### config.mk
export PLATFORM = sky130hd
export DESIGN_NAME = modbus_tx_framer_flat
export DESIGN_NICKNAME = d
export VERILOG_FILES = /design/src/rtl/modbus_tx_framer_if.sv /design/src/rtl/modbus_tx_framer.sv /design/src/flat_wrapper.sv
export SDC_FILE = /design/constraint.sdc
export NUM_CORES = 1
export LEC_CHECK = 0
export ABC_CLOCK_PERIOD_IN_PS = 11750
export BUFFER_PORTS_ARGS = -buffer_cell sky130_fd_sc_hd__buf_2
export CAP_MARGIN = 20
export CORE_ASPECT_RATIO = 0.7
export CORE_UTILIZATION = 40
export DETAILED_ROUTE_END_ITERATION = 16
export GPL_TIMING_DRIVEN = 0
export HOLD_SLACK_MARGIN = 0.03
export MAX_ROUTING_LAYER = met4
export SLEW_MARGIN = 20
export SYNTH_ARGS = -nofsm -noshare
export SYNTH_HDL_FRONTEND = slang
export SYNTH_SLANG_ARGS = --single-unit
export TNS_END_PERCENT = 100
### constraint.sdc
create_clock -name clk -period 11.75 [get_ports clk]
set_input_delay 0.5875 -clock clk [delete_from_list [all_inputs] [get_ports clk]]
set_output_delay 0.5875 -clock clk [all_outputs]
set_load 0.1 [all_outputs]
### src/rtl/modbus_tx_framer_if.sv
// Signal bundle between the Modbus RTU TX framer, its requester, payload RAM and UART.
// The master modport is the framer's view; slave is the surrounding environment.
interface modbus_tx_framer_if;
  logic       start;
  logic [7:0] slave_addr;
  logic [7:0] func_code;
  logic [7:0] payload_len;
  logic [7:0] pl_rd_addr;
  logic [7:0] pl_rd_data;
  logic       send_en;
  logic [7:0] data_byte;
  logic       tx_done;
  logic       busy;
  logic       frame_done;
  logic       err;

  modport master (
    input  start, slave_addr, func_code, payload_len, pl_rd_data, tx_done,
    output pl_rd_addr, send_en, data_byte, busy, frame_done, err
  );

  modport slave (
    output start, slave_addr, func_code, payload_len, pl_rd_data, tx_done,
    input  pl_rd_addr, send_en, data_byte, busy, frame_done, err
  );
endinterface

### src/rtl/modbus_tx_framer.sv
// Modbus RTU transmit framer: addr, func, payload, CRC-16 (lo, hi) byte-by-byte to a UART,
// followed by a 3.5-character silent interval before the frame is reported done.
module modbus_tx_framer #(
  parameter int unsigned T35_CYCLES = 182280,
  parameter int unsigned TX_TIMEOUT = 1048575
) (
  input  logic               clk,
  input  logic               rst_n,
  modbus_tx_framer_if.master bus
);
  localparam int T35_W = $clog2(T35_CYCLES + 1);
  localparam int TO_W  = $clog2(TX_TIMEOUT + 1);

  typedef enum logic [2:0] {IDLE, FETCH, LOAD, WAIT_DONE, GAP} state_t;

  state_t           r_state, w_next;
  logic [7:0]       r_addr, r_func, r_len, r_data_byte, r_pl_rd_addr;
  logic [8:0]       r_idx;
  logic [15:0]      r_crc;
  logic [T35_W-1:0] r_gap;
  logic [TO_W-1:0]  r_to;

  logic [7:0] w_byte;
  logic [8:0] w_idx_inc, w_total;
  logic       w_send_en, w_frame_done, w_err;

  function automatic logic [15:0] crc_byte(input logic [15:0] c, input logic [7:0] d);
    logic [15:0] x;
    x = c ^ {8'h00, d};
    for (int i = 0; i < 8; i++) x = x[0] ? ((x >> 1) ^ 16'hA001) : (x >> 1);
    return x;
  endfunction

  assign w_idx_inc = r_idx + 9'd1;
  assign w_total   = {1'b0, r_len} + 9'd4;

  // Byte index 0/1 header, 2..N+1 payload (RAM data already valid in LOAD), then CRC lo/hi
  always_comb begin
    w_byte = r_crc[15:8];
    if (r_idx == 9'd0)                      w_byte = r_addr;
    else if (r_idx == 9'd1)                 w_byte = r_func;
    else if (r_idx < w_total - 9'd2)        w_byte = bus.pl_rd_data;
    else if (r_idx == w_total - 9'd2)       w_byte = r_crc[7:0];
  end

  always_comb begin
    w_next       = r_state;
    w_send_en    = 1'b0;
    w_frame_done = 1'b0;
    w_err        = 1'b0;
    unique case (r_state)
      IDLE:  if (bus.start) w_next = LOAD;
      FETCH: w_next = LOAD;
      LOAD: begin
        w_send_en = 1'b1;
        w_next    = WAIT_DONE;
      end
      WAIT_DONE: begin
        if (bus.tx_done) begin
          if (w_idx_inc >= w_total)                                   w_next = GAP;
          else if (w_idx_inc >= 9'd2 && w_idx_inc < w_total - 9'd2)   w_next = FETCH;
          else                                                        w_next = LOAD;
        end else if (r_to == TO_W'(TX_TIMEOUT - 1)) begin
          w_err  = 1'b1;
          w_next = IDLE;
        end
      end
      GAP: if (r_gap == T35_W'(T35_CYCLES)) begin
        w_frame_done = 1'b1;
        w_next       = IDLE;
      end
      default: w_next = IDLE;
    endcase
  end

  always_ff @(posedge clk or negedge rst_n) begin
    if (!rst_n) begin
      r_state      <= IDLE;
      r_addr       <= 8'h00;
      r_func       <= 8'h00;
      r_len        <= 8'h00;
      r_data_byte  <= 8'h00;
      r_pl_rd_addr <= 8'h00;
      r_idx        <= 9'd0;
      r_crc        <= 16'hFFFF;
      r_gap        <= '0;
      r_to         <= '0;
    end else begin
      r_state <= w_next;
      unique case (r_state)
        IDLE: if (bus.start) begin
          r_addr       <= bus.slave_addr;
          r_func       <= bus.func_code;
          r_len        <= (bus.payload_len > 8'd252) ? 8'd252 : bus.payload_len;
          r_crc        <= 16'hFFFF;
          r_idx        <= 9'd0;
          r_pl_rd_addr <= 8'h00;
        end
        LOAD: begin
          r_data_byte <= w_byte;
          r_to        <= '0;
          if (r_idx < w_total - 9'd2) r_crc <= crc_byte(r_crc, w_byte);
        end
        WAIT_DONE: begin
          r_to <= r_to + TO_W'(1);
          if (bus.tx_done) begin
            r_idx <= w_idx_inc;
            r_gap <= '0;
            if (w_next == FETCH) r_pl_rd_addr <= 8'(w_idx_inc - 9'd2);
          end
        end
        GAP:     r_gap <= r_gap + T35_W'(1);
        default: ;
      endcase
    end
  end

  // Hold the byte live during LOAD so it is already valid alongside send_en
  assign bus.data_byte  = (r_state == LOAD) ? w_byte : r_data_byte;
  assign bus.send_en    = w_send_en;
  assign bus.frame_done = w_frame_done;
  assign bus.err        = w_err;
  assign bus.busy       = (r_state != IDLE);
  assign bus.pl_rd_addr = r_pl_rd_addr;
endmodule

### src/flat_wrapper.sv
// flat-port wrapper written by rule: the top's interface ports become plain ports
module modbus_tx_framer_flat 
#(
  parameter int unsigned T35_CYCLES = 182280,
  parameter int unsigned TX_TIMEOUT = 1048575
)
  (clk, rst_n, bus_start, bus_slave_addr, bus_func_code, bus_payload_len, bus_pl_rd_data, bus_tx_done, bus_pl_rd_addr, bus_send_en, bus_data_byte, bus_busy, bus_frame_done, bus_err);
  modbus_tx_framer_if bus_i ();
  input  logic clk;
  input  logic rst_n;
  input wire logic [$bits(bus_i.start)-1:0] bus_start;
  input wire logic [$bits(bus_i.slave_addr)-1:0] bus_slave_addr;
  input wire logic [$bits(bus_i.func_code)-1:0] bus_func_code;
  input wire logic [$bits(bus_i.payload_len)-1:0] bus_payload_len;
  input wire logic [$bits(bus_i.pl_rd_data)-1:0] bus_pl_rd_data;
  input wire logic [$bits(bus_i.tx_done)-1:0] bus_tx_done;
  output wire logic [$bits(bus_i.pl_rd_addr)-1:0] bus_pl_rd_addr;
  output wire logic [$bits(bus_i.send_en)-1:0] bus_send_en;
  output wire logic [$bits(bus_i.data_byte)-1:0] bus_data_byte;
  output wire logic [$bits(bus_i.busy)-1:0] bus_busy;
  output wire logic [$bits(bus_i.frame_done)-1:0] bus_frame_done;
  output wire logic [$bits(bus_i.err)-1:0] bus_err;
  assign bus_i.start = bus_start;
  assign bus_i.slave_addr = bus_slave_addr;
  assign bus_i.func_code = bus_func_code;
  assign bus_i.payload_len = bus_payload_len;
  assign bus_i.pl_rd_data = bus_pl_rd_data;
  assign bus_i.tx_done = bus_tx_done;
  assign bus_pl_rd_addr = bus_i.pl_rd_addr;
  assign bus_send_en = bus_i.send_en;
  assign bus_data_byte = bus_i.data_byte;
  assign bus_busy = bus_i.busy;
  assign bus_frame_done = bus_i.frame_done;
  assign bus_err = bus_i.err;
  modbus_tx_framer #(.T35_CYCLES(T35_CYCLES), .TX_TIMEOUT(TX_TIMEOUT)) u_core (.clk(clk), .rst_n(rst_n), .bus(bus_i));
endmodule
== Word-level counts from Yosys, hierarchy flattened ==
Index checks and enable logic that the tools add are counted.
Storage, ports and cells
  input port bits: 36
  logic and storage cells: 96
  bits in registers: 106
Cells by class
  equal/unequal tests: 13
  reduce and logical (&&, ||, !) cells: 13
  add/sub/neg operators: 6
  magnitude comparators: 5
  multiplexer cells: 40
  bitwise logic cells: 9
Operators with widths (number)
  16-bit 2-to-1 mux: 10
  8-bit 2-to-1 mux: 9
  20-bit one-hot mux with 2 select lines: 1
  18-bit one-hot mux with 2 select lines: 1
  16-bit one-hot mux with 2 select lines: 1
  2-bit NOT with 3-bit output: 8
  20-bit by 1-bit adder with 20-bit output, second input constant: 1
  20-bit == test, second input constant: 1
  18-bit by 1-bit adder with 18-bit output, second input constant: 1
  18-bit == test, second input constant: 1
  9-bit less-than comparator: 2
  18-bit 2-to-1 mux: 1
  9-bit 2-to-1 mux: 2
  9-bit one-hot mux with 2 select lines: 1
  8-bit one-hot mux with 2 select lines: 1
  16-bit by 8-bit bitwise XOR with 16-bit output: 1
  3-bit 2-to-1 mux: 5
  3-bit one-hot mux with 5 select lines: 1
  8-bit by 3-bit adder with 9-bit output, second input constant: 1
  9-bit by 1-bit adder with 9-bit output, second input constant: 1
  9-bit by 1-bit == test with 1-bit output, second input constant: 1
  9-bit == test: 1
  9-bit by 2-bit greater-or-equal comparator with 1-bit output, second input constant: 1
  9-bit greater-or-equal comparator: 1
  18 further kinds: 32

== Depth between registers and ports, before layout ==
  depth after elaboration: 26
  mapped depth: 19
  depth with buffers taken out: 17

== Worst setup path before layout ==
Ideal clock, no wire load.
  path kind: register to output
  from: register u_core.r_len[2]
  to: output port bus_data_byte[7]
  buffers on the path: 1
  data arrival time: 5090 ps
  cell stages (with the launch flop): 15
  setup slack: 6072 ps
  path through: dfrtp_1 ha_1 buf_6 xnor2_2 nand3_1 xnor2_1 ha_1 and4_1 nand3_1 a2111oi_4 nand2_2 mux2_2 o21bai_1 o2bb2ai_1 o21ai_0
Between the ends
  cells in the longest elaborated chain, start to end: 8
Ends and longest elaborated chain
  start: declaration: line modbus_tx_framer.sv:17  | logic [7:0] r_addr, r_func, r_len, r_data_byte, r_pl_rd_addr;
  start signal: assignment: line modbus_tx_framer.sv:94  | r_len <= (bus.payload_len > 8'd252) ? 8'd252 : bus.payload_len;
  8-bit by 3-bit adder with 9-bit output *: line modbus_tx_framer.sv:35  | assign w_total = {1'b0, r_len} + 9'd4;
  9-bit by 2-bit subtractor with 9-bit output *: line modbus_tx_framer.sv:42, modbus_tx_framer.sv:43
  branches (longest 2 deep; another with 9-bit less-than comparator)
  8-bit 2-to-1 mux *: line modbus_tx_framer.sv:42  | else if (r_idx < w_total - 9'd2) w_byte = bus.pl_rd_data;
  8-bit 2-to-1 mux *: line modbus_tx_framer.sv:41  | else if (r_idx == 9'd1) w_byte = r_func;
  8-bit 2-to-1 mux *: line modbus_tx_framer.sv:40  | if (r_idx == 9'd0) w_byte = r_addr;
  8-bit 2-to-1 mux *
  end: declaration: line flat_wrapper.sv:19  | output wire logic [$bits(bus_i.data_byte)-1:0] bus_data_byte;
Every way passes the cells marked *.

== Final worst setup path ==
  from: register u_core.r_len[2]
  to: output port bus_data_byte[0]
The elaborated chain is that of the path after synthesis.

==> key figures <==
Synth
  • Synthesized cell area: 0.00670 mm^2
  • Ys Warns: 0
  • Synth Instances: 757
  • Most frequent cell after synthesis: nand2_1
  • Share of the synthesized area in the top cell type: 33.6%
  • Synth cell types: 77
  • Dominant cells by area after synthesis: dfrtp_1, nand2_1, dfstp_2
  • Syn Area/Cell: 8.85 um^2
  • Synth async-reset ratio: 100%
  • Register area share after synthesis: 39.9%
  • Leading area contributor after synthesis: dfrtp_1
  • Syn_nets: 823
  • Commonest cells in the netlist: nand2_1, dfrtp_1, o21ai_0
  • Main synth FF type: dfrtp_1
  • Count of flip-flops with a built-in enable after synthesis: 0
  • Yosys reg bits: 106

Min path
  • Tightest Hold Check Type: in2async

Run status
  • Status: finished, final reports clean

Placed design
  • DPL Wire Length: 12,200 um
  • Pre-CTS setup slack: 6650 ps
  • Buffers on Ports: 55
  • Final GP Congestion: 0.822

Drt
  • Drt first pass iters: 4
  • Routed vias: 5,509
  • Post-DRT Antenna Nets: 0
  • Final WL: 16,200 um
  • Vias/cell: 5.23
  • DR iter-0 viols: 421
  • Residual DRC: 0
  • Routed wire length per instance: 15.4 um

Floorplan
  • Starting density of the core: 41.0%
  • I/O pin total: 56
  • Placeable Area: 0.0163 mm^2
  • Die Area: 0.0173 mm^2
  • Horiz. Die Dim: 157 um
  • Die Y: 110 um
  • Std-Cell Rows: 39

Power and ir drop
  • Sw Share: 50.3%
  • Flop pwr share: 23.3%
  • Cell area power density: 335 mW/mm^2
  • Combinational power share: 64.9%
  • Leakage dissipation: 3.44 nW
  • Total Power: 2.54 mW
  • Worst vdd ir: 0.244 mV
  • P_int: 1.26 mW
  • Clk pwr share: 11.8%
  • Switching power: 1.28 mW

Layout
  • # nets final: 890
  • Final core occ: 46.4%
  • N_diodes: 0
  • Share of cells above drive strength 1: 15.9%
  • Fill cell count: 1,629
  • Area delta synth->final: 13.2%

Clock network
  • CTS Hold Bufs: 0
  • CTS Sinks: 106
  • TritonCTS buffer count: 9
  • # resized after CTS: 0
  • Clk buf depth: 2
  • CTS tree: done
  • Clock root buffer: clkbuf_16
  • H-tree Lvls: 3
  • # Post-CTS Setup Buffers: 0
  • CTS clk-pin slew, worst paths: 70 ps
  • Worst-Skew Late Latency: 350 ps

Timing
  • RSZ-0062 raised after global routing: no
  • Fin crit share: 46.6%
  • Measured slew at the worst slew-check pin: 687 ps
  • Layout Skew: 8.11 ps
  • Minimum clock period: 5480 ps
  • Worst relative slew slack: 54.2%
  • Hold Fails Final Rpt: 0
  • Worst setup margin: 6270 ps
  • Endpoints failing setup: 0
  • Final Max Slew Viols: 0
  • Post-route setup TNS: 0 ps
  • Fmax: 183 MHz
  • Final hold slack: 110 ps

Run
  • Maxcap violations: 0

Global routing
  • Global-route wire length before repair: 26,800 um
  • Largest net degree at the start of global routing: 77
  • GRT Residual Overflow: 0
  • Total track usage: 20.7%
  • Initial antenna violation count: 0
  • Vias in the first global route: 5,023

Setup path
  • Crit. End Element: output pin
  • CP required: 11,160 ps
  • Worst flop-to-flop path startpoint: u_core.r_len[2]
  • CP Max Fanout: 8
  • WP data arrival: 4890 ps
  • Worst Setup SP: u_core.r_len[2]
  • Crit Path Class: reg2out
  • Critical path startpoint category: register
[flip-flops by register name, indices dropped and copies added (netlist names)]
register and flops:
u_core.bus.pl_rd_addr 8, u_core.r_idx 9, u_core.r_to 20, u_core.r_state 3, u_core.r_func 8, u_core.r_data_byte 8
u_core.r_len 8, u_core.r_crc 16, u_core.r_addr 8, u_core.r_gap 18
[per-stage QoR]
| step | instance area [um^2] | cells |
|---|---|---|
| after floorplan | 6700 | 757 |
| after global placement | 7260 | 1037 |
| after detailed placement | 7290 | 1038 |
| after CTS | 7580 | 1054 |
| after global routing | 7580 | 1054 |
| final | 7580 | 1054 |
[power groups by stage]
stage	Combinational [mW]	Clock, mW	Sequential [mW]
floorplan	1.27	0	0.655
global placement	1.63	0	0.597
detailed placement	1.64	0	0.598
CTS	1.65	0.309	0.593
global route	1.81	0.322	0.608
finish	1.65	0.299	0.593
[placed cells by master (no fill, tap or decap), types with 4 or more instances in the layout]
cell type	instances
clkbuf_16	10
clkbuf_1	23
xnor2_2	4
nor4_1	6
xnor2_1	28
nand3_1	43
buf_2	56
mux2_1	4
nand4_1	10
o31ai_1	7
a31oi_1	8
nand2b_1	6
nor2b_1	5
a22o_1	6
o21ai_0	68
inv_1	22
nor2_1	59
ha_1	30
dfrtp_1	90
nand2_1	141
mux2_2	6
dfstp_2	16
a21oi_1	30
and2_1	9
xor2_1	18
buf_4	5
and3_1	13
nor3_1	21
[routing by layer]
| layer | track usage, % | routed length, um |
|---|---|---|
| met1 | 31.8 | 9080 |
| met2 | 27.6 | 6460 |
| met3 | 3.79 | 519 |
| met4 | 4.41 | 139 |
| met5 | - | 0 |
[worst paths after layout]
path | to | slack (ps) | cells after the start
worst max-delay path | bus_data_byte[0] | 6270 | 16
worst min-delay path | u_core.bus.pl_rd_addr[0] | 110 | 1
worst max register to register | u_core.r_crc[15] | 6610 | 18
worst min register to register | u_core.r_data_byte[0] | 480 | 2
max in group asynchronous | u_core.r_crc[12] | 10920 | 2
min in group clk | u_core.r_addr[3] | 420 | 3
[layout make-up]
type / instances / area [um^2] / share of cell area (%)
clock inverters: 4 / 23.8 / 0.314
repair buffers: 56 / 309 / 4.08
inverters: 23 / 86.3 / 1.14
multi-input cells: 595 / 3780 / 49.9
well taps: 225 / 282 / 3.71
flip-flops and latches: 106 / 2670 / 35.3
plain buffers: 33 / 160 / 2.11
clock buffers: 12 / 268 / 3.53
[cell families after synthesis]
family	Yosys count	synth area share (%)
flops	106	39.9
simple gates	335	23.4
xor+xnor	56	9.21
fa+ha+maj	32	5.90
mux	12	1.98
buf+inv	56	3.68
compound gates	160	16.0
[critical path: stages (launching register included)]
cell and delay (ps):
dfrtp_1 490, ha_1 260, buf_6 140, xnor2_2 160, nand3_1 280, xnor2_1 250
ha_1 340, and4_1 190, nand3_1 210, a2111oi_4 460, nand2_2 220, mux2_1 280
nor2_1 70, o41ai_4 490, nand2_1 140, nand2_1 100, buf_2 430
(Power assumes the default switching activity.)
